==> src/rtl/cplx_pkg.sv <==
// Shared constants for the complex fixed-point ALU: op codes, FSM encoding,
// field widths and sign-extension helpers.
package cplx_pkg;

    localparam int WORD  = 64;
    localparam int FIELD = 32;
    localparam int SUM_W = 66;

    typedef enum logic [2:0] {
        OP_ADD    = 3'b000,
        OP_SUB    = 3'b001,
        OP_MUL    = 3'b010,
        OP_CONJ   = 3'b011,
        OP_NEG    = 3'b100,
        OP_MAC    = 3'b101,
        OP_CLRACC = 3'b110,
        OP_NOP    = 3'b111
    } op_e;

    typedef enum logic [2:0] {
        ST_IDLE = 3'd0,
        ST_EXEC = 3'd1,
        ST_MUL0 = 3'd2,
        ST_MUL1 = 3'd3,
        ST_MUL2 = 3'd4,
        ST_MUL3 = 3'd5,
        ST_WB   = 3'd6
    } state_e;

    function automatic logic signed [SUM_W-1:0] sext_field(input logic [FIELD-1:0] v);
        return {{(SUM_W-FIELD){v[FIELD-1]}}, v};
    endfunction

    function automatic logic signed [SUM_W-1:0] sext_prod(input logic [2*FIELD-1:0] v);
        return {{(SUM_W-2*FIELD){v[2*FIELD-1]}}, v};
    endfunction

endpackage

==> src/rtl/cplx_sat.sv <==
// Reduces a wide signed field sum to 32 bits: clamps and flags overflow when
// CPLX_ALU_SAT_EN is defined, otherwise wraps modulo 2^32 with no flag.
module cplx_sat
    import cplx_pkg::*;
(
    input  logic [SUM_W-1:0] din,
    output logic [FIELD-1:0] dout,
    output logic             ovf
);

    // Bits above the 32-bit field only matter for range detection.
    logic unused_hi_s;
    assign unused_hi_s = ^din[SUM_W-1:FIELD];

`ifdef CPLX_ALU_SAT_EN
    logic in_range_s;
    assign in_range_s = (&din[SUM_W-1:FIELD-1]) | ~(|din[SUM_W-1:FIELD-1]);

    // Clamp toward the sign of the true result when it does not fit.
    always_comb begin
        dout = din[FIELD-1:0];
        ovf  = 1'b0;
        if (in_range_s) begin
            dout = din[FIELD-1:0];
            ovf  = 1'b0;
        end else begin
            dout = din[SUM_W-1] ? 32'h8000_0000 : 32'h7FFF_FFFF;
            ovf  = 1'b1;
        end
    end
`else
    assign dout = din[FIELD-1:0];
    assign ovf  = 1'b0;
`endif

endmodule

==> src/rtl/cplx_alu.sv <==
// Complex Q-format ALU with a shared 32x32 multiplier and register-bank write-back.
// Define CPLX_ALU_SAT_EN for per-field saturation; the default build wraps.
module cplx_alu
    import cplx_pkg::*;
#(
    parameter int FRAC_BITS = 16
) (
    input  logic            clock,
    input  logic            reset,
    input  logic            start,
    input  logic [2:0]      op,
    input  logic [WORD-1:0] opA,
    input  logic [WORD-1:0] opB,
    input  logic [3:0]      dstreg,
    output logic            busy,
    output logic            done,
    output logic            regwen,
    output logic [3:0]      selwreg,
    output logic [1:0]      endwreg,
    output logic [WORD-1:0] inA,
    output logic            overflow
);

    state_e state_r, next_state_s;
    op_e    op_r;
    logic [WORD-1:0] opa_r, opb_r, acc_r, ina_r;
    logic [3:0] dst_r, selwreg_r;
    logic [1:0] endwreg_r;
    logic busy_r, done_r, regwen_r, overflow_r;
    logic signed [SUM_W-1:0] sum_re_r, sum_im_r;

    logic signed [FIELD-1:0]   mul_a_s, mul_b_s;
    logic signed [2*FIELD-1:0] prod_s;
    logic signed [SUM_W-1:0]   mul_re_s, mul_im_full_s, mul_im_s;
    logic signed [SUM_W-1:0]   sat_re_in_s, sat_im_in_s;
    logic [FIELD-1:0] sat_re_s, sat_im_s;
    logic ovf_re_s, ovf_im_s;
    logic finish_s;

    assign busy     = busy_r;
    assign done     = done_r;
    assign regwen   = regwen_r;
    assign selwreg  = selwreg_r;
    assign endwreg  = endwreg_r;
    assign inA      = ina_r;
    assign overflow = overflow_r;

    // Next-state logic.
    always_comb begin
        next_state_s = ST_IDLE;
        case (state_r)
            ST_IDLE: begin
                if (start) begin
                    next_state_s = (op_e'(op) == OP_MUL || op_e'(op) == OP_MAC) ? ST_MUL0 : ST_EXEC;
                end else begin
                    next_state_s = ST_IDLE;
                end
            end
            ST_EXEC: next_state_s = ST_WB;
            ST_MUL0: next_state_s = ST_MUL1;
            ST_MUL1: next_state_s = ST_MUL2;
            ST_MUL2: next_state_s = ST_MUL3;
            ST_MUL3: next_state_s = ST_WB;
            ST_WB:   next_state_s = ST_IDLE;
            default: next_state_s = ST_IDLE;
        endcase
    end

    // Shared multiplier operand select, one partial product per MUL state.
    always_comb begin
        mul_a_s = 32'sd0;
        mul_b_s = 32'sd0;
        case (state_r)
            ST_MUL0: begin mul_a_s = opa_r[63:32]; mul_b_s = opb_r[63:32]; end
            ST_MUL1: begin mul_a_s = opa_r[31:0];  mul_b_s = opb_r[31:0];  end
            ST_MUL2: begin mul_a_s = opa_r[63:32]; mul_b_s = opb_r[31:0];  end
            ST_MUL3: begin mul_a_s = opa_r[31:0];  mul_b_s = opb_r[63:32]; end
            default: begin mul_a_s = 32'sd0;       mul_b_s = 32'sd0;       end
        endcase
    end

    assign prod_s        = mul_a_s * mul_b_s;
    assign mul_re_s      = sum_re_r >>> FRAC_BITS;
    // The last partial product is folded in combinationally during MUL3.
    assign mul_im_full_s = sum_im_r + sext_prod(prod_s);
    assign mul_im_s      = mul_im_full_s >>> FRAC_BITS;
    assign finish_s      = (state_r == ST_EXEC) || (state_r == ST_MUL3);

    // Wide per-field result ahead of the 32-bit reduction.
    always_comb begin
        sat_re_in_s = '0;
        sat_im_in_s = '0;
        case (op_r)
            OP_ADD: begin
                sat_re_in_s = sext_field(opa_r[63:32]) + sext_field(opb_r[63:32]);
                sat_im_in_s = sext_field(opa_r[31:0])  + sext_field(opb_r[31:0]);
            end
            OP_SUB: begin
                sat_re_in_s = sext_field(opa_r[63:32]) - sext_field(opb_r[63:32]);
                sat_im_in_s = sext_field(opa_r[31:0])  - sext_field(opb_r[31:0]);
            end
            OP_CONJ: begin
                sat_re_in_s = sext_field(opa_r[63:32]);
                sat_im_in_s = -sext_field(opa_r[31:0]);
            end
            OP_NEG: begin
                sat_re_in_s = -sext_field(opa_r[63:32]);
                sat_im_in_s = -sext_field(opa_r[31:0]);
            end
            OP_MUL: begin
                sat_re_in_s = mul_re_s;
                sat_im_in_s = mul_im_s;
            end
            OP_MAC: begin
                sat_re_in_s = sext_field(acc_r[63:32]) + mul_re_s;
                sat_im_in_s = sext_field(acc_r[31:0])  + mul_im_s;
            end
            default: begin
                sat_re_in_s = '0;
                sat_im_in_s = '0;
            end
        endcase
    end

    cplx_sat u_sat_re (.din(sat_re_in_s), .dout(sat_re_s), .ovf(ovf_re_s));
    cplx_sat u_sat_im (.din(sat_im_in_s), .dout(sat_im_s), .ovf(ovf_im_s));

    // FSM state and write-back port registers.
    always_ff @(posedge clock) begin
        if (reset) begin
            state_r    <= ST_IDLE;
            busy_r     <= 1'b0;
            done_r     <= 1'b0;
            regwen_r   <= 1'b0;
            overflow_r <= 1'b0;
            endwreg_r  <= 2'b00;
            selwreg_r  <= 4'd0;
            ina_r      <= 64'd0;
        end else begin
            state_r    <= next_state_s;
            busy_r     <= (next_state_s != ST_IDLE);
            done_r     <= finish_s;
            regwen_r   <= finish_s && (op_r != OP_NOP);
            overflow_r <= finish_s && (ovf_re_s | ovf_im_s);
            endwreg_r  <= 2'b00;
            if (finish_s && (op_r != OP_NOP)) begin
                selwreg_r <= dst_r;
                ina_r     <= {sat_re_s, sat_im_s};
            end else begin
                selwreg_r <= selwreg_r;
                ina_r     <= ina_r;
            end
        end
    end

    // Operand capture, partial-sum accumulation and the MAC accumulator.
    always_ff @(posedge clock) begin
        if (reset) begin
            op_r     <= OP_NOP;
            opa_r    <= 64'd0;
            opb_r    <= 64'd0;
            dst_r    <= 4'd0;
            sum_re_r <= '0;
            sum_im_r <= '0;
            acc_r    <= 64'd0;
        end else begin
            case (state_r)
                ST_IDLE: begin
                    if (start) begin
                        op_r     <= op_e'(op);
                        opa_r    <= opA;
                        opb_r    <= opB;
                        dst_r    <= dstreg;
                        sum_re_r <= '0;
                        sum_im_r <= '0;
                    end else begin
                        op_r <= op_r;
                    end
                end
                ST_EXEC: begin
                    if (op_r == OP_CLRACC) begin
                        acc_r <= 64'd0;
                    end else begin
                        acc_r <= acc_r;
                    end
                end
                ST_MUL0: sum_re_r <= sext_prod(prod_s);
                ST_MUL1: sum_re_r <= sum_re_r - sext_prod(prod_s);
                ST_MUL2: sum_im_r <= sext_prod(prod_s);
                ST_MUL3: begin
                    sum_im_r <= mul_im_full_s;
                    if (op_r == OP_MAC) begin
                        acc_r <= {sat_re_s, sat_im_s};
                    end else begin
                        acc_r <= acc_r;
                    end
                end
                default: op_r <= op_r;
            endcase
        end
    end

endmodule

==> config.mk <==
export PLATFORM = sky130hd
export DESIGN_NAME = cplx_alu
export DESIGN_NICKNAME = d
export VERILOG_FILES = /design/src/rtl/cplx_pkg.sv /design/src/rtl/cplx_sat.sv /design/src/rtl/cplx_alu.sv
export SDC_FILE = /design/constraint.sdc
export NUM_CORES = 2
export LEC_CHECK = 0
export CAP_MARGIN = 0
export CORE_ASPECT_RATIO = 0.9
export CORE_MARGIN = 2
export CORE_UTILIZATION = 40
export DETAILED_ROUTE_END_ITERATION = 16
export SETUP_SLACK_MARGIN = 0.5
export SLEW_MARGIN = 20
export SYNTH_ARGS = -nofsm -noshare
export SYNTH_HDL_FRONTEND = slang
export SYNTH_SLANG_ARGS = --single-unit
==> constraint.sdc <==
create_clock -name clock -period 19.4 [get_ports clock]
set_input_delay 3.88 -clock clock [delete_from_list [all_inputs] [get_ports clock]]
set_output_delay 3.88 -clock clock [all_outputs]
set_load 0.02 [all_outputs]
# After elaboration in Yosys (flattened, before gate mapping)
# Index checks and enable logic that the tools add are counted.
[word_totals]
ff_bits = 405
input_bits = 138
output_inout_bits = 74
wordCells = 73
[classes]
add_sub_neg = 10
multipliers = 1
n_eq_ne = 17
muxes = 13
n_reduce_logical = 19
[op_table]
columns = ["operator", "n"]
rows = [
  ["66-bit one-hot mux with 3 select lines", 2],
  ["32-bit one-hot mux with 6 select lines", 1],
  ["32-bit one-hot mux with 5 select lines", 1],
  ["32-bit adder", 4],
  ["64-bit 2-to-1 mux", 2],
  ["32-bit one-hot mux with 2 select lines", 2],
  ["64-bit one-hot mux with 2 select lines", 1],
  ["66-bit by 64-bit adder with 66-bit output", 1],
  ["66-bit 2-to-1 mux", 1],
  ["66-bit by 64-bit subtractor with 66-bit output", 1],
  ["32-bit by 32-bit multiplier with 64-bit output", 1],
  ["32-bit negation", 2],
  ["32-bit subtractor", 2],
  ["3-bit equality test, second input constant", 6],
  ["3-bit by 2-bit equality test with 1-bit output, second input constant", 5],
  ["3-bit one-hot mux with 5 select lines", 1],
  ["2-bit OR reduction", 6],
  ["3-bit nonzero test", 3],
  ["3-bit by 1-bit equality test with 1-bit output, second input constant", 2],
  ["3-bit logical NOT", 2],
  ["2-bit AND reduction", 3],
  ["2-bit 2-to-1 mux", 2],
  ["2-bit by 1-bit != test with 1-bit output, second input constant", 2],
  ["3-bit != test, second input constant", 1],
  ["5 further kinds", 6],
]

# Depth between registers and ports, before layout
[logic_depth]
depth_word = 9
mapped_depth = 59
mapped_depth_nobuf = 51

# Hierarchy
# Synthesis repeated with hierarchy kept, for this count alone.
[unflattened]
cells_unflattened = 9278
hier_area_um2 = 73833.3
[by_module_without_submodules]
columns = ["module", "instances", "cells_each", "area_per_inst_um2", "seq_area_each_um2"]
rows = [
  ["cplx_alu", 1, 9210, 73330.3, 8127.8],
  ["cplx_sat", 2, 34, 251.5, 0.0],
]

# Worst setup path after synthesis
# No wires, ideal clock.
[synth_timing]
path_type = "flip-flop to flip-flop"
from = "register state_r[2]"
to = "register acc_r[30]"
setup_ps = 129
t_arrival_ps = 12287
t_required_ps = 19271
path_slack_ps = 6984
path_stages_with_launch = 56
n_path_buf = 8
period_less_slack_ps = 12416
path_cell_list = "dfxtp_1 -> buf_2 -> and3b_1 -> clkbuf_1 -> or2_1 -> buf_2 -> buf_1 -> buf_1 -> clkbuf_1 -> a22oi_1 -> clkbuf_1 -> nor2_1 -> fa_1 -> fa_1 -> inv_1 -> fa_1 -> fa_1 -> inv_1 -> [20 not listed] -> o21ai_0 -> o21a_1 -> o21ai_0 -> nand2b_1 -> a21oi_1 -> xor2_1 -> inv_1 -> ha_1 -> a21o_1 -> a2111oi_0 -> o2111ai_1 -> a311o_1 -> a31oi_1 -> nor2b_1 -> mux2i_1 -> o221ai_1 -> a211oi_1 -> o21ai_0"
[synth_via]
elab_chain_len = 9
elab_cells_between_ends = 21
classes_between = "add/sub (2); mul (1); eq/ne (7); mux (5); reduce/logical (6)"
[synth_rtl]
columns = ["item", "line", "rtl"]
rows = [
  ["start: declaration", "cplx_alu.sv:24", "state_e state_r, next_state_s;"],
  ["start signal: assignment", "cplx_alu.sv:140", "state_r <= next_state_s;"],
  ["3-bit equality test (tied with other cells)", "cplx_alu.sv:73, cplx_alu.sv:167", ""],
  ["2-bit OR reduction (no source line)", "--", ""],
  ["32-bit one-hot mux with 2 select lines", "cplx_alu.sv:73", "case (state_r)"],
  ["32-bit by 32-bit multiplier with 64-bit output", "cplx_alu.sv:82", "assign prod_s = mul_a_s * mul_b_s;"],
  ["66-bit by 64-bit adder with 66-bit output", "cplx_alu.sv:85", "assign mul_im_full_s = sum_im_r + sext_prod(prod_s);"],
  ["32-bit adder", "cplx_alu.sv:116", "sat_im_in_s = sext_field(acc_r[31:0]) + mul_im_s;"],
  ["32-bit one-hot mux with 5 select lines", "cplx_alu.sv:93", "case (op_r)"],
  ["64-bit 2-to-1 mux", "cplx_alu.sv:192", "if (op_r == OP_MAC) begin"],
  ["64-bit one-hot mux with 2 select lines", "cplx_alu.sv:167", "case (state_r)"],
  ["end signal: assignment", "cplx_alu.sv:184", "acc_r <= acc_r;"],
  ["end signal: assignment", "cplx_alu.sv:193", "acc_r <= {sat_re_s, sat_im_s};"],
  ["end signal: assignment", "cplx_alu.sv:195", "acc_r <= acc_r;"],
  ["end: declaration", "cplx_alu.sv:26", "logic [WORD-1:0] opa_r, opb_r, acc_r, ina_r;"],
]
# Parallel ways exist; a longest one is shown, timed or not. The select of a mux whose other input is x is not followed.
# A chain may end at the register's enable or synchronous reset.

# Worst setup path after layout
[layout_timing]
from = "register state_r[1]"
to = "register ina_r[29], in the netlist inA[29]"
[layout_via]
elab_chain_len = 7
elab_cells_between_ends = 17
classes_between = "add/sub (2); mul (1); eq/ne (5); mux (3); reduce/logical (6)"
[layout_rtl]
columns = ["item", "line", "rtl"]
rows = [
  ["3-bit equality test (tied with other cells)", "cplx_alu.sv:73, cplx_alu.sv:87", ""],
  ["2-bit OR reduction (no source line)", "--", ""],
  ["32-bit one-hot mux with 2 select lines", "cplx_alu.sv:73", ""],
  ["32-bit by 32-bit multiplier with 64-bit output", "cplx_alu.sv:82", ""],
  ["66-bit by 64-bit adder with 66-bit output", "cplx_alu.sv:85", ""],
  ["32-bit adder", "cplx_alu.sv:116", ""],
  ["32-bit one-hot mux with 5 select lines", "cplx_alu.sv:93", ""],
  ["end signal: assignment", "cplx_alu.sv:148", "ina_r <= {sat_re_s, sat_im_s};"],
  ["end signal: assignment", "cplx_alu.sv:151", "ina_r <= ina_r;"],
  ["end: declaration", "cplx_alu.sv:26", ""],
]
# Parallel ways exist; a longest one is shown, timed or not.

==> flow_summary.json <==
{
  "clock_latency_ns": 0.64,
  "coreArea_mm2": 0.142,
  "min_path_cells": 2,
  "setup_viol": 0,
  "yosysWarnings": 0,
  "tns_ns": 0,
  "cts_tree": "yes",
  "tightest_slew_ns": 1.12,
  "cpPeakStageDelay_ns": 0.61,
  "placed_area_mm2": 0.0613,
  "cts_max_path_buffers": 3,
  "required_ns": 19.85,
  "async_reset_ff_share_pct": 0,
  "finalWeightedCongestion": 1.01,
  "start_util_pct": 40.3,
  "fmax_mhz": 67.4,
  "cap_viol_max_count": 0,
  "p_sw_share_pct": 45.8,
  "final_nets": 8463,
  "synth_cell_types": 83,
  "hold_slack_ns": 0.445,
  "ff2ff_path_depth": 48,
  "crit_top_cell": "fa_1",
  "syn2layout_area_growth_pct": 10.3,
  "seq_area_frac_synth_pct": 12.9,
  "drv_slew": 0,
  "drive_above_1_share_pct": 4.42,
  "finalCritPeriodShare_pct": 76.5,
  "drt-pass1-iter-count": 7,
  "hp-class": "flop to flop",
  "synth_area_mm2": 0.0571,
  "peakVddDrop_uv": 81.9,
  "relSlewSlack_pct": 25.0,
  "routed_wl_mm": 222,
  "end_kind": "flop",
  "leakagePower_nw": 28.2,
  "cts_resized": 0,
  "synth_edf_count": 0,
  "dp_hpwl_mm": 176,
  "most-common-layout-cells": "951 x inv_1, 941 x nand2_1, 858 x nor2_1",
  "p_int_mw": 2.03,
  "grt_max_degree": 105,
  "ant_nets": 0,
  "ys_ff_latch": 369,
  "io_pins": 212,
  "remaining_drc_errors": 0,
  "cp.arrival_ns": 15.30,
  "grtUsageTotal_pct": 30.2,
  "slowest_stage": "dfxtp_1",
  "row_count": 131,
  "p_clk_share_pct": 25.3,
  "skew_ns": 0.0632,
  "power_density_mw_per_mm2": 59.4,
  "die-area_mm2": 0.146,
  "syn_avg_cell_area_um2": 8.07,
  "rsz0062_at_grt": "false",
  "synth_top_flop_cell": "dfxtp_1",
  "outcome": "completed",
  "path_max_fanout": 56,
  "die_w_um": 402,
  "cp-start-kind": "flop",
  "finalHoldViolCount": 0,
  "utilization_pct": 44.5,
  "antenna_found_initial": 6,
  "hold_buffers": 0,
  "pwr-share-comb_pct": 50.0,
  "power_switching_mw": 1.71,
  "htree_levels": 2,
  "place.port_buffers": 208,
  "post_cts_buffers": 0,
  "crit_type": "flop to flop",
  "grt_overflow": 0,
  "grt_pass1_wl_mm": 331,
  "vias": 52300,
  "share_seq_of_total_power_pct": 24.7,
  "cts_sinks": 369,
  "period_minus_slack_ns": 14.85,
  "die_height_um": 362,
  "cts_buffers": 45,
  "vias_per_cell": 5.81,
  "wl_per_cell_um": 24.7,
  "postSynthCellCount": 7070,
  "layout_commonest_cell": "inv_1",
  "grt_pass1_vias": 50900,
  "design_area_mm2": 0.0630,
  "drtIter0Drc": 6054,
  "clockRootBuffer": "clkbuf_16",
  "clk_pin_slew_ns": 0.07
}
## cells by family after synthesis
logic type               share of synthesized area, %
buffers and inverters                            9.03
flip-flops                                       12.9
XOR/XNOR                                         5.69
multiplexers                                    0.449
other                                         0.00657
AO/OA/AOI/OAI                                    17.1
adder cells (fa/ha/maj)                          38.2
AND/OR/NAND/NOR                                  16.6
## cell usage after synthesis, drive strengths merged (10+ instances only)
| cell type | n | area, um^2 |
|---|---|---|
| a2111oi | 12 | 105 |
| a211o | 10 | 87.6 |
| a211oi | 70 | 531 |
| a21boi | 11 | 82.6 |
| a21o | 154 | 1160 |
| a21oi | 459 | 2300 |
| a221oi | 20 | 175 |
| a222oi | 63 | 631 |
| a22o | 66 | 578 |
| a22oi | 122 | 916 |
| a31oi | 34 | 213 |
| and2 | 26 | 163 |
| and3 | 21 | 131 |
| buf | 40 | 183 |
| clkbuf | 372 | 1400 |
| dfxtp | 369 | 7390 |
| fa | 845 | 16900 |
| ha | 391 | 4890 |
| inv | 951 | 3570 |
| mux2i | 20 | 200 |
| nand2 | 944 | 3540 |
| nand2b | 41 | 257 |
| nand3 | 51 | 255 |
| nand3b | 11 | 82.6 |
| nand4 | 36 | 225 |
| nor2 | 862 | 3240 |
| nor2b | 36 | 225 |
| nor3 | 105 | 536 |
| nor4 | 23 | 144 |
| o211ai | 20 | 150 |
| o21a | 44 | 330 |
| o21ai | 204 | 1020 |
| o21bai | 44 | 330 |
| o221ai | 15 | 138 |
| o22ai | 21 | 131 |
| o31ai | 25 | 188 |
| o41ai | 11 | 96.3 |
| or2 | 16 | 100 |
| or3 | 34 | 223 |
| or4 | 10 | 90.1 |
| xnor2 | 239 | 2090 |
| xor2 | 116 | 1020 |
## worst max-delay path, delay by kind of cell, from the launching register on
kind,cells,cell delay (ns)
fa+ha+maj,11,4.91
compound gates,18,4.87
simple gates,9,1.88
buf+inv,8,1.65
xor+xnor,2,0.75
flops,1,0.61
## stage by stage
stage          instances  setup WS, ns  total power [mW]
4_1_cts             8988          4.99              3.70
6_report            8991          4.55              3.74
3_5_place_dp        8904          5.02              2.75
5_1_grt             8988          3.90              3.91
3_3_place_gp        8904          5.07              2.74
2_1_floorplan       7072          6.98              2.09
## sequential cells by signal, indices dropped and copies added (netlist names)
signal,cells
done,1
regwen,1
state_r,3
selwreg,4
acc_r,64
opb_r,64
op_r,3
inA,64
dst_r,4
opa_r,64
sum_im_r,48
sum_re_r,48
busy,1
## per-layer routing
metal | vias to the layer above | share of wire [%] | global-route usage (%)
li1 | 23200 | - | -
met5 | - | 0.014 | 0
met1 | 25900 | 42 | 41.9
met4 | 4 | 5.0 | 12.2
met2 | 2647 | 42 | 44.9
met3 | 509 | 11 | 7.51
## final timing paths
path / start / endpoint / slack (ns)
max reg2reg: state_r[1] / inA[29] / 4.55
max: state_r[1] / inA[29] / 4.55
min: acc_r[54] / acc_r[54] / 0.44
min reg2reg: acc_r[54] / acc_r[54] / 0.44
## power groups by stage
stage               Sequential [mW]  Clock [mW]  Combinational (mW)
floorplan                     0.887           0                1.20
global placement              0.931           0                1.81
detailed placement            0.932           0                1.81
CTS                           0.916       0.957                1.83
global route                  0.924       0.990                1.99
finish                        0.923       0.944                1.87
## cell type report
cell class	count	area, um^2
diodes	3	7.51
clock buffers	55	1200
clock inverters	29	412
fillers	14300	78700
inverters	951	3570
multi-input cells	5340	44700
flip-flops and latches	369	7390
well taps	1862	2330
repair buffers	382	3390
No activity file was read; power rests on OpenSTA's default activity.
